<file path="config.mk">
export PLATFORM = sky130hd
export DESIGN_NAME = seg_scan_ctrl
export DESIGN_NICKNAME = d
export VERILOG_FILES = /design/src/rtl/seg_scan_ctrl.sv
export SDC_FILE = /design/constraint.sdc
export NUM_CORES = 1
export LEC_CHECK = 0
export BUFFER_PORTS_ARGS = -buffer_cell sky130_fd_sc_hd__buf_2
export CORE_MARGIN = 5
export CORE_UTILIZATION = 40
export CTS_CLUSTER_DIAMETER = 50
export DETAILED_ROUTE_END_ITERATION = 7
export SLEW_MARGIN = 15
export SYNTH_ARGS = -nofsm -noshare
export SYNTH_HDL_FRONTEND = slang
export SYNTH_SLANG_ARGS = --single-unit
</file>
<file path="constraint.sdc">
create_clock -name clk -period 3 [get_ports clk]
set_input_delay 0 -clock clk [delete_from_list [all_inputs] [get_ports clk]]
set_output_delay 0 -clock clk [all_outputs]
set_load 0.03 [all_outputs]
</file>
<file path="src/rtl/seg_scan_ctrl.sv">
// Time-multiplexed 7-segment scan controller: one digit per scan slot, active-low
// anodes, blink support and double-buffered code updates committed at frame end.
module seg_scan_ctrl #(
  parameter int N_DIGITS  = 8,
  parameter int SCAN_DIV  = 100000,
  parameter int BLINK_DIV = 250
) (
  input  logic                  clk,
  input  logic                  rst,
  input  logic                  enable,
  input  logic [5*N_DIGITS-1:0] codes_in,
  input  logic                  load,
  input  logic [N_DIGITS-1:0]   blink_mask,
  output logic [4:0]            code_out,
  output logic [N_DIGITS-1:0]   an,
  output logic                  pending,
  output logic                  frame_done
);

  localparam int PW = $clog2(SCAN_DIV);
  localparam int IW = $clog2(N_DIGITS);
  localparam int BW = (BLINK_DIV > 1) ? $clog2(BLINK_DIV) : 1;

  localparam logic [PW-1:0] PRESC_MAX = PW'(SCAN_DIV - 1);
  localparam logic [IW-1:0] IDX_MAX   = IW'(N_DIGITS - 1);
  localparam logic [BW-1:0] BLINK_MAX = BW'(BLINK_DIV - 1);

  logic [PW-1:0]         presc_q, presc_d;
  logic [IW-1:0]         idx_q, idx_d;
  logic [BW-1:0]         blink_cnt_q, blink_cnt_d;
  logic                  blink_phase_q, blink_phase_d;
  logic                  active_q, active_d;
  logic [5*N_DIGITS-1:0] staging_q, staging_d;
  logic [5*N_DIGITS-1:0] display_q, display_d;
  logic                  pending_q, pending_d;
  logic [4:0]            code_out_q, code_out_d;
  logic [N_DIGITS-1:0]   an_q, an_d;
  logic                  frame_done_q, frame_done_d;

  logic tick;
  logic last_digit;
  logic commit;

  always_comb begin
    presc_d       = presc_q;
    idx_d         = idx_q;
    blink_cnt_d   = blink_cnt_q;
    blink_phase_d = blink_phase_q;
    staging_d     = staging_q;
    display_d     = display_q;
    pending_d     = pending_q;
    code_out_d    = code_out_q;
    an_d          = an_q;
    active_d      = enable;

    // active_q marks the first enabled cycle: prescaler stays at 0 there so the
    // first slot after reset or re-enable is visible for a full SCAN_DIV cycles.
    tick         = enable && active_q && (presc_q == PRESC_MAX);
    last_digit   = (idx_q == IDX_MAX);
    frame_done_d = tick && last_digit;

    if (!enable) begin
      presc_d = '0;
      idx_d   = '0;
    end else if (active_q) begin
      presc_d = tick ? '0 : presc_q + PW'(1);
      if (tick) begin
        idx_d = last_digit ? '0 : idx_q + IW'(1);
      end
    end

    if (tick) begin
      if (blink_cnt_q == BLINK_MAX) begin
        blink_cnt_d   = '0;
        blink_phase_d = ~blink_phase_q;
      end else begin
        blink_cnt_d = blink_cnt_q + BW'(1);
      end
    end

    commit = pending_q && ((tick && last_digit) || !enable);
    if (commit) begin
      display_d = staging_q;
      pending_d = 1'b0;
    end
    if (load) begin
      staging_d = codes_in;
      pending_d = 1'b1;
    end

    if (!enable) begin
      an_d       = '1;
      code_out_d = display_d[4:0];
    end else if (tick || !active_q) begin
      code_out_d = display_d[idx_d*5 +: 5];
      an_d       = (blink_phase_d && blink_mask[idx_d]) ? '1
                                                        : ~(N_DIGITS'(1) << idx_d);
    end
  end

  always_ff @(posedge clk) begin
    if (rst) begin
      presc_q       <= '0;
      idx_q         <= '0;
      blink_cnt_q   <= '0;
      blink_phase_q <= 1'b0;
      active_q      <= 1'b0;
      staging_q     <= '0;
      display_q     <= '0;
      pending_q     <= 1'b0;
      code_out_q    <= 5'h00;
      an_q          <= '1;
      frame_done_q  <= 1'b0;
    end else begin
      presc_q       <= presc_d;
      idx_q         <= idx_d;
      blink_cnt_q   <= blink_cnt_d;
      blink_phase_q <= blink_phase_d;
      active_q      <= active_d;
      staging_q     <= staging_d;
      display_q     <= display_d;
      pending_q     <= pending_d;
      code_out_q    <= code_out_d;
      an_q          <= an_d;
      frame_done_q  <= frame_done_d;
    end
  end

  assign code_out   = code_out_q;
  assign an         = an_q;
  assign pending    = pending_q;
  assign frame_done = frame_done_q;

endmodule

</file>
==> flow_summary.toml <==
[detailed_routing]
routed_via_density = 5.03
drcViolationCount = 0
drt_first_pass_iters = 4
drt-total-wl_mm = 12.2
vias = 4157
drt_iter0_markers = 319
ant_nets = 0
wl_per_cell_um = 14.8

[pwr]
p_total_mw = 4.06
intPower_mw = 3.16
p_switching_mw = 0.894
power_density_nw_per_um2 = 603
p_leak_nw = 2.93
max-vdd-ir-drop_v = 0.000402
power.share.clock = 0.510
power_frac_comb = 0.062
seqPwrFrac = 0.428
p_sw_frac = 0.220

[clock_network]
clock-sinks = 125
htreeDepth = 4
numCtsBuffers = 17
root_buffer = "clkbuf_16"
clk_pin_slew_ps = 50
postCtsHoldBufs = 40
cts_buffer_depth = 2
cts-resized-gates = 0
clock_latency_ps = 410
postCtsSetupBuffers = 0
cts_tree = "built"

[synthesis]
synth_fa_ha_area_frac = 0.0121
syn_avg_cell_area_um2 = 9.68
synth-simple-area-share = 0.187
syn-cell-area_um2 = 5190
synth.net_count = 593
yosys_register_bits = 125
ys_seq_area_frac = 0.482
synth_compound_area_frac = 0.0892
synth_xor_xnor_area_share = 0.0352
yosysWarnings = 0
yosys.cell_types.count = 45
syn_inst = 536
synth_top_family_by_area = "simple AND/OR/NAND/NOR gates"
synthMuxAreaShare = 0.166

[cells_and_area]
n_antenna_cell = 0
num-fill-cells = 1171
mostFrequentLayoutCell = "dfxtp_1"
seqCellArea_um2 = 2500
multi_input_area_um2 = 2550
final_nets = 699
fin_area_um2 = 6730
areaGrowthSynthToFinish_pct = 29.7
drive_above_1_share = 0.194
layout_common_cells = "125 x dfxtp_1, 118 x nor2_1, 85 x mux2i_1, 65 x buf_2, 40 x dlygate4sd3_1"

[placed_design]
placed_cell_area_um2 = 5720
dp_hpwl_mm = 8.46
gp_congestion = 0.806
port_buffers = 66

[sta]
min_period_ps = 2830
finalCritPeriodShare = 0.945
rsz0062_at_grt = "no"
max_slew_margin = 0.401
timing.final.hold_violations = 0
max_slew.worst_pin.slew_ps = 899
drv_slew = 0
setup_viol = 0
fin_skew_ps = 10.5
totalNegativeSetupSlack_ps = 0
fmax_mhz = 353

[floorplan]
initial_core_util = 0.409
dieWidth_um = 124
io_pins = 67
dieArea_um2 = 15400
coreArea_um2 = 12700
fp.dieH_um = 124
num_rows = 41

[grt]
grt_pass1_vias = 3973
gr-total-overflow = 0
grt_util_met1 = 0.224
top_usage_layer = "met2"
grt_max_degree = 91
use_met2 = 0.264
use_met3 = 0.0413
grt_usage = 0.169
antenna_found_initial = 0
grt_first_pass_wirelength_mm = 20.1

[setup_path]
crit_path_max_fanout = 40
critPathTopFamily = "simple AND/OR/NAND/NOR gates"
crit_buf_inv = 1
crit_path_end_kind = "flip-flop"
start_kind = "flip-flop"
cp.arrival_ps = 3110
crit_type = "reg2reg"
worstPathRequired_ps = 3280
worstPathCellList = "ha_1 > and3_1 > and4_1 > a41oi_4 > buf_12 > mux2i_1 > o22ai_1 > nor4_1 > o21ai_1"
slowest_delay_ps = 570
crit_slowest_cell = "nor4_1"

[worst_hold_path]
hold_path.class = "in2reg"

[run]
cap_violations = 0

[status]
status = "finished, final reports clean"
## per-stage QoR
stage / std cells / util / hold WS [ps] / worst slack [ps]
after CTS: 826 / 0.531 / 45.7 / 146
final: 826 / 0.531 / 57.2 / 166
after global routing: 826 / 0.531 / 92.5 / 2.32
after global placement: 755 / 0.451 / 234 / 178
after floorplan: 536 / - / 147 / 593
after detailed placement: 755 / 0.451 / 244 / 158
## area by class of cell
cell class	instances	share of cell area
multi-input cells	376	0.380
flip-flops and latches	125	0.372
repair buffers	118	0.124
clock buffers	18	0.0653
well taps	172	0.0320
clock inverters	13	0.0247
inverters	4	0.00223
## final timing paths
path | cells after the start | slack, ps | endpoint | from
max | 9 | 170 | code_out[0] | presc_q[0]
min | 3 | 60 | idx_q[1] | rst
max reg2reg | 9 | 170 | code_out[0] | presc_q[0]
min reg2reg | 1 | 490 | an[4] | an[4]
## kinds of logic after synthesis
kind of cell    Yosys count
flops                   125
mux                      86
simple gates            203
compound gates           62
fa+ha+maj                 5
buf+inv                  35
xor+xnor                 20
## power by group through the flow
stage | combinational [mW] | sequential, mW | clock [mW]
after floorplan | 0.139 | 1.77 | 0
after global placement | 0.209 | 1.77 | 0
after detailed placement | 0.214 | 1.77 | 0
after CTS | 0.253 | 1.74 | 2.12
after global routing | 0.276 | 1.74 | 2.19
final | 0.250 | 1.74 | 2.07
## cells in the mapped netlist, drive strengths merged
cell type	number	area share
dfxtp	125	0.48
and4	2	0.0034
or3	3	0.0036
nor4b	1	0.0017
o41ai	2	0.0034
buf	15	0.013
and4bb	1	0.0024
xnor2	6	0.012
nor2b	4	0.0048
a31oi	1	0.0012
inv	4	0.0029
and2	2	0.0024
mux2i	85	0.16
nor2	119	0.087
nand4	13	0.017
nand2	18	0.014
and3	6	0.0072
o22ai	16	0.019
a41oi	4	0.013
o221ai	2	0.0058
o31ai	4	0.0058
ha	5	0.012
nand3	8	0.0087
or4	1	0.0022
clkbuf	16	0.012
nand2b	10	0.012
o211ai	2	0.0048
nor3	2	0.0019
o22a	8	0.014
o21ai	13	0.013
xor2	14	0.024
nor4	9	0.014
and4b	1	0.0019
nand3b	3	0.0043
mux2	1	0.0022
a21oi	10	0.010
## metal layers
metal | share of wire | wire (um) | up-vias
met5 | 0 | 0 | -
met4 | 0.012 | 146 | 0
met3 | 0.041 | 500 | 9
met1 | 0.47 | 5780 | 1967
li1 | - | - | 2103
met2 | 0.47 | 5800 | 78
## worst register-to-register path, stage by stage, from the launching register on
cell and delay (ps):
dfxtp_1 330, ha_1 210, and3_1 220, and4_1 280
a41oi_4 240, buf_12 290, mux2i_1 340, o22ai_1 130
nor4_1 570, o21ai_1 100
## state kept, by name (all words and copies together), names as in the netlist
name / count
display_q: 40
active_q: 1
blink_cnt_q: 8
pending: 1
idx_q: 3
code_out: 5
frame_done: 1
an: 8
presc_q: 17
blink_phase_q: 1
staging_q: 40
(Power assumes the default switching activity.)
